`src/rtl/id_ex_pkg.sv`:
```
// id_ex_pkg: shared state encoding, ctl_ex bit positions and entry layout
// for the ID/EX pipeline register.
`default_nettype none

package id_ex_pkg;

  typedef enum logic [1:0] {
    EMPTY = 2'd0,
    ONE   = 2'd1,
    TWO   = 2'd2
  } state_t;

  localparam int EX_REG_DEST  = 3;
  localparam int EX_ALU_OP_HI = 2;
  localparam int EX_ALU_OP_LO = 1;
  localparam int EX_ALU_SRC   = 0;

  localparam int DEF_DATA_W = 32;
  localparam int DEF_REG_W  = 5;
  localparam int DEF_WB_W   = 2;
  localparam int DEF_M_W    = 3;

  // Entry layout at default widths; id_ex_pipe re-declares it at its own widths.
  typedef struct packed {
    logic [DEF_WB_W-1:0]   wb;
    logic [DEF_M_W-1:0]    m;
    logic [3:0]            ex;
    logic [DEF_DATA_W-1:0] npc;
    logic [DEF_DATA_W-1:0] rd1;
    logic [DEF_DATA_W-1:0] rd2;
    logic [DEF_DATA_W-1:0] sext;
    logic [DEF_REG_W-1:0]  rt;
    logic [DEF_REG_W-1:0]  rd;
  } id_ex_entry_t;

endpackage

`default_nettype wire

```
`src/rtl/id_ex_entry.sv`:
```
// id_ex_entry: enabled register holding one packed pipeline entry.
`default_nettype none

module id_ex_entry #(
  parameter int W = 8
) (
  input  logic         clk,
  input  logic         rst_n,
  input  logic         en,
  input  logic [W-1:0] d,
  output logic [W-1:0] q
);

  always_ff @(posedge clk or negedge rst_n) begin
    if (!rst_n) begin
      q <= '0;
    end else if (en) begin
      q <= d;
    end
  end

endmodule

`default_nettype wire

```
`src/rtl/id_ex_pipe.sv`:
```
// id_ex_pipe: two-entry (main + skid) ID/EX register with valid/ready
// handshake, synchronous flush and bubble-forced control outputs.
`default_nettype none

module id_ex_pipe
  import id_ex_pkg::*;
#(
  parameter int DATA_W = 32,
  parameter int REG_W  = 5,
  parameter int WB_W   = 2,
  parameter int M_W    = 3
) (
  input  logic              clk,
  input  logic              rst_n,
  input  logic              flush,
  input  logic              in_valid,
  output logic              in_ready,
  input  logic [WB_W-1:0]   ctl_wb_in,
  input  logic [M_W-1:0]    ctl_m_in,
  input  logic [3:0]        ctl_ex_in,
  input  logic [DATA_W-1:0] npc_in,
  input  logic [DATA_W-1:0] read_data_1_in,
  input  logic [DATA_W-1:0] read_data_2_in,
  input  logic [DATA_W-1:0] sign_ext_in,
  input  logic [REG_W-1:0]  rt_in,
  input  logic [REG_W-1:0]  rd_in,
  output logic              out_valid,
  input  logic              out_ready,
  output logic [WB_W-1:0]   wb_ctl_out,
  output logic [M_W-1:0]    m_ctl_out,
  output logic              reg_dest,
  output logic              alu_src,
  output logic [1:0]        alu_op,
  output logic [DATA_W-1:0] npc_out,
  output logic [DATA_W-1:0] r_data_1_out,
  output logic [DATA_W-1:0] r_data_2_out,
  output logic [DATA_W-1:0] sign_extend_out,
  output logic [REG_W-1:0]  rt_out,
  output logic [REG_W-1:0]  rd_out,
  output logic [1:0]        occupancy
);

  typedef struct packed {
    logic [WB_W-1:0]   wb;
    logic [M_W-1:0]    m;
    logic [3:0]        ex;
    logic [DATA_W-1:0] npc;
    logic [DATA_W-1:0] rd1;
    logic [DATA_W-1:0] rd2;
    logic [DATA_W-1:0] sext;
    logic [REG_W-1:0]  rt;
    logic [REG_W-1:0]  rd;
  } entry_t;

  localparam int ENTRY_W = $bits(entry_t);

  state_t state, state_nxt;
  entry_t in_entry, main_d, main_q, skid_q;
  logic   main_en, main_from_skid, skid_en;
  logic   in_xfer, out_xfer;

  assign in_entry = '{wb: ctl_wb_in, m: ctl_m_in, ex: ctl_ex_in, npc: npc_in,
                      rd1: read_data_1_in, rd2: read_data_2_in, sext: sign_ext_in,
                      rt: rt_in, rd: rd_in};

  // Ready comes only from registered state, so no out_ready -> in_ready path.
  assign in_ready  = (state != TWO);
  assign out_valid = (state != EMPTY);
  assign occupancy = state;
  assign in_xfer   = in_valid && in_ready;
  assign out_xfer  = out_valid && out_ready;

  always_ff @(posedge clk or negedge rst_n) begin
    if (!rst_n) begin
      state <= EMPTY;
    end else begin
      state <= state_nxt;
    end
  end

  always_comb begin
    state_nxt      = state;
    main_en        = 1'b0;
    main_from_skid = 1'b0;
    skid_en        = 1'b0;
    case (state)
      EMPTY: begin
        if (in_xfer) begin
          main_en   = 1'b1;
          state_nxt = ONE;
        end
      end
      ONE: begin
        if (in_xfer && out_xfer) begin
          main_en = 1'b1;
        end else if (in_xfer) begin
          skid_en   = 1'b1;
          state_nxt = TWO;
        end else if (out_xfer) begin
          state_nxt = EMPTY;
        end
      end
      TWO: begin
        if (out_xfer) begin
          main_en        = 1'b1;
          main_from_skid = 1'b1;
          state_nxt      = ONE;
        end
      end
      default: state_nxt = EMPTY;
    endcase
    if (flush) begin
      state_nxt = EMPTY;
      main_en   = 1'b0;
      skid_en   = 1'b0;
    end
  end

  assign main_d = main_from_skid ? skid_q : in_entry;

  id_ex_entry #(.W(ENTRY_W)) u_main (
    .clk   (clk),
    .rst_n (rst_n),
    .en    (main_en),
    .d     (main_d),
    .q     (main_q)
  );

  id_ex_entry #(.W(ENTRY_W)) u_skid (
    .clk   (clk),
    .rst_n (rst_n),
    .en    (skid_en),
    .d     (in_entry),
    .q     (skid_q)
  );

  // Control fields collapse to a zero bubble whenever nothing live is held.
  assign wb_ctl_out = out_valid ? main_q.wb : '0;
  assign m_ctl_out  = out_valid ? main_q.m  : '0;
  assign reg_dest   = out_valid && main_q.ex[EX_REG_DEST];
  assign alu_src    = out_valid && main_q.ex[EX_ALU_SRC];
  assign alu_op     = out_valid ? main_q.ex[EX_ALU_OP_HI:EX_ALU_OP_LO] : 2'b00;

  assign npc_out         = main_q.npc;
  assign r_data_1_out    = main_q.rd1;
  assign r_data_2_out    = main_q.rd2;
  assign sign_extend_out = main_q.sext;
  assign rt_out          = main_q.rt;
  assign rd_out          = main_q.rd;

endmodule

`default_nettype wire

```
`config.mk`:
```
export PLATFORM = sky130hd
export DESIGN_NAME = id_ex_pipe
export DESIGN_NICKNAME = d
export VERILOG_FILES = /design/src/rtl/id_ex_pkg.sv /design/src/rtl/id_ex_entry.sv /design/src/rtl/id_ex_pipe.sv
export SDC_FILE = /design/constraint.sdc
export NUM_CORES = 1
export LEC_CHECK = 0
export ABC_CLOCK_PERIOD_IN_PS = 4400
export BUFFER_PORTS_ARGS = -buffer_cell sky130_fd_sc_hd__buf_4
export CAP_MARGIN = 15
export CORE_UTILIZATION = 35
export DETAILED_ROUTE_END_ITERATION = 7
export GPL_ROUTABILITY_DRIVEN = 1
export HOLD_SLACK_MARGIN = 0.03
export SLEW_MARGIN = 20
export SYNTH_ARGS = -nofsm -noshare
export SYNTH_HDL_FRONTEND = slang
export SYNTH_SLANG_ARGS = --single-unit
```
`constraint.sdc`:
```
create_clock -name clk -period 4.4 [get_ports clk]
set_input_delay 0.66 -clock clk [delete_from_list [all_inputs] [get_ports clk]]
set_output_delay 0.66 -clock clk [all_outputs]
set_load 0.01 [all_outputs]
```
==> run metrics <==
CP max FO 10; Post-synth top cells 331 x mux2_2, 296 x dfrtp_1, 153 x buf_4, 110 x mux2_4, 18 x buf_2; Post-CTS Hold Buffers 0; met1 usage 0.176; setup tns final 0 ps; DRT iter0 DRCs 184; Leak Pwr a little over 8 nW; area grow syn2layout 20.3%; total die area 41800 um2; global-route met3 utilization 0.0501; synth top area cells dfrtp_1 52%, mux2_2 26%, mux2_4 12%; first-pass GRT wire length 45.3 mm; clock buffer depth 3; post-synth top area cell dfrtp_1; final worst slack around 1700 ps; vias in the first global route ~8200; max_slew headroom 0.392; Reg clk slew, reported paths approximately 50 ps; most numerous cell in the Yosys netlist mux2_2; Final min period between 2000 and 3000 ps; GR Overflow Total 0; Die Y 205 um; Setup CP Type reg -> out; Max IR drop VDD 0.298 mV; post-synthesis sequential area ratio 0.516; Final Cycle Share 0.620; Syn Area/Cell 15.1 um2; worst hold slack 207 ps; Post-DP Area 16100 um2; largest net degree at the start of global routing 115; Netlist cell types 19; status completed; power per cell area between 400 and 500 nW/um2; Design Area, Final 17300 um2; layout filler cell count 3638; Die W between 200 and 250 um; ratio of cells with drive above 1 in the final layout 0.718; DPL Wire Length 18.7 mm; Startpoint Class flip-flop; MaxCap Viol Count 0; row count 73; Post-synth top flop dfrtp_1; CTS buffer count 36; # IOs 303; sw power 0.00207 W; unrepaired setup endpoints after global routing false; wire length per cell 17.3 um; DRC violations left 0; Mapped Cells around 950; DR vias about 7700; CP endpoint reg_dest; sequential power share 0.448; number of synthesized flops with an enable pin 0; Sw Ratio 0.250; clock power share 0.351; P_int 0.00621 W; antenna violations before repair 0; starting density of the core 0.358; Antenna Cells 0; final setup violation count 0; FFs w/ async S/R, synth 1.00; internal reg-to-reg setup slack 1920 ps; Post-Syn Area between 10000 and 15000 um2; FF-to-FF Start occupancy[0]; core area about 40000 um2; RR Endpoint u_main.q[26]; Setup Skew 14.6 ps; post-synth net total approximately 1100; CP required 3740 ps; area share of the largest cell type after synthesis 0.516; crit path DAT slightly above 2000 ps; routability cong. roughly 0.73; # clock sinks 296; DP Worst Slack 1810 ps; first-pass detailed-route iteration total 4; NumNets Final 1269; post-layout util 0.430; final number of max-transition violations 0; CTS tree done; YS warnings 0; met2 Usage GRT 0.216; post-CTS setup buffer count 0; R2R depth 5; post-synthesis register bit count 296; Final Hold Fails 0; # port buffers around 300; f_max about 0.37 GHz; ANT nets after route 0; Comb power frac 0.201; busiest grt layer met2; Slew @ Worst Pin 913 ps; Hold WC Path Type in -> async; CTS root buffer clkbuf_16; critical path endpoint category primary output; GR Util All Layers 0.138; Worst Setup SP occupancy[0]; worst-skew pair later-pin latency 530 ps; Post-CTS Resized 0; routed wire length 28.8 mm; post-DR vias/cell ~4.6; H-tree depth 2
-- power by group through the flow --
stage	Clock, W	Sequential [W]	Combinational, W
after floorplan	0	0.00365	0.00133
after global placement	0	0.00372	0.00166
after detailed placement	0	0.00375	0.00170
after CTS	0.00303	0.00371	0.00170
after global routing	0.00313	0.00379	0.00181
final	0.00291	0.00371	0.00166
-- cell families after synthesis --
group / synth area share
buffers and inverters: 0.0986
AO/OA/AOI/OAI: 0.00218
multiplexers: 0.375
AND/OR/NAND/NOR: 0.00846
flip-flops: 0.516
-- placed cells by master (no fill, tap or decap), types with 5 or more instances in the layout --
master | synthesis | final
buf_12 | 0 | 6
clkinv_2 | 0 | 8
mux2_2 | 331 | 331
nor2b_1 | 10 | 10
clkbuf_1 | 0 | 5
mux2_4 | 110 | 110
clkbuf_16 | 0 | 37
clkbuf_8 | 0 | 7
dfrtp_1 | 296 | 296
buf_4 | 153 | 309
-- how the worst min path moves through the flow --
stage,startpoint,slack (ps),endpoint
global route,rst_n,290,u_skid.q[17]
floorplan,rst_n,360,occupancy[0]
global placement,u_skid.q[95],480,u_skid.q[95]
CTS,rst_n,250,u_main.q[38]
finish,rst_n,210,u_main.q[17]
detailed placement,u_main.q[140],490,u_main.q[140]
-- routing by layer --
layer,up-vias,share of wire
met3,48,0.082
li1,3518,-
met4,0,0.022
met2,208,0.46
met1,3886,0.44
met5,-,0
-- area by class of cell --
cell class,count,area (um2),share of cell area
clock inverter,13,125,0.00725
multi-input combinational,465,5570,0.323
sequential,296,7410,0.429
tap,525,657,0.0381
inverter,2,7.51,0.000435
clock buffer,49,1040,0.0603
timing repair buffer,316,2450,0.142
-- sequential cells by signal (all words and copies together), names as in the netlist --
signal / count
u_skid.q: 147
occupancy: 2
u_main.q: 147
-- worst max-delay path, cell delays in order, from the launching register on --
cell and delay (ps):
dfrtp_1 490, nor2_1 740, nor2b_1 130, buf_4 190
-- per-stage QoR --
| step | power, W | cells |
|---|---|---|
| floorplan | 0.00498 | 949 |
| global placement | 0.00538 | 1604 |
| detailed placement | 0.00545 | 1604 |
| CTS | 0.00844 | 1666 |
| global route | 0.00873 | 1666 |
| finish | 0.00828 | 1666 |
No activity file was read; power rests on OpenSTA's default activity.
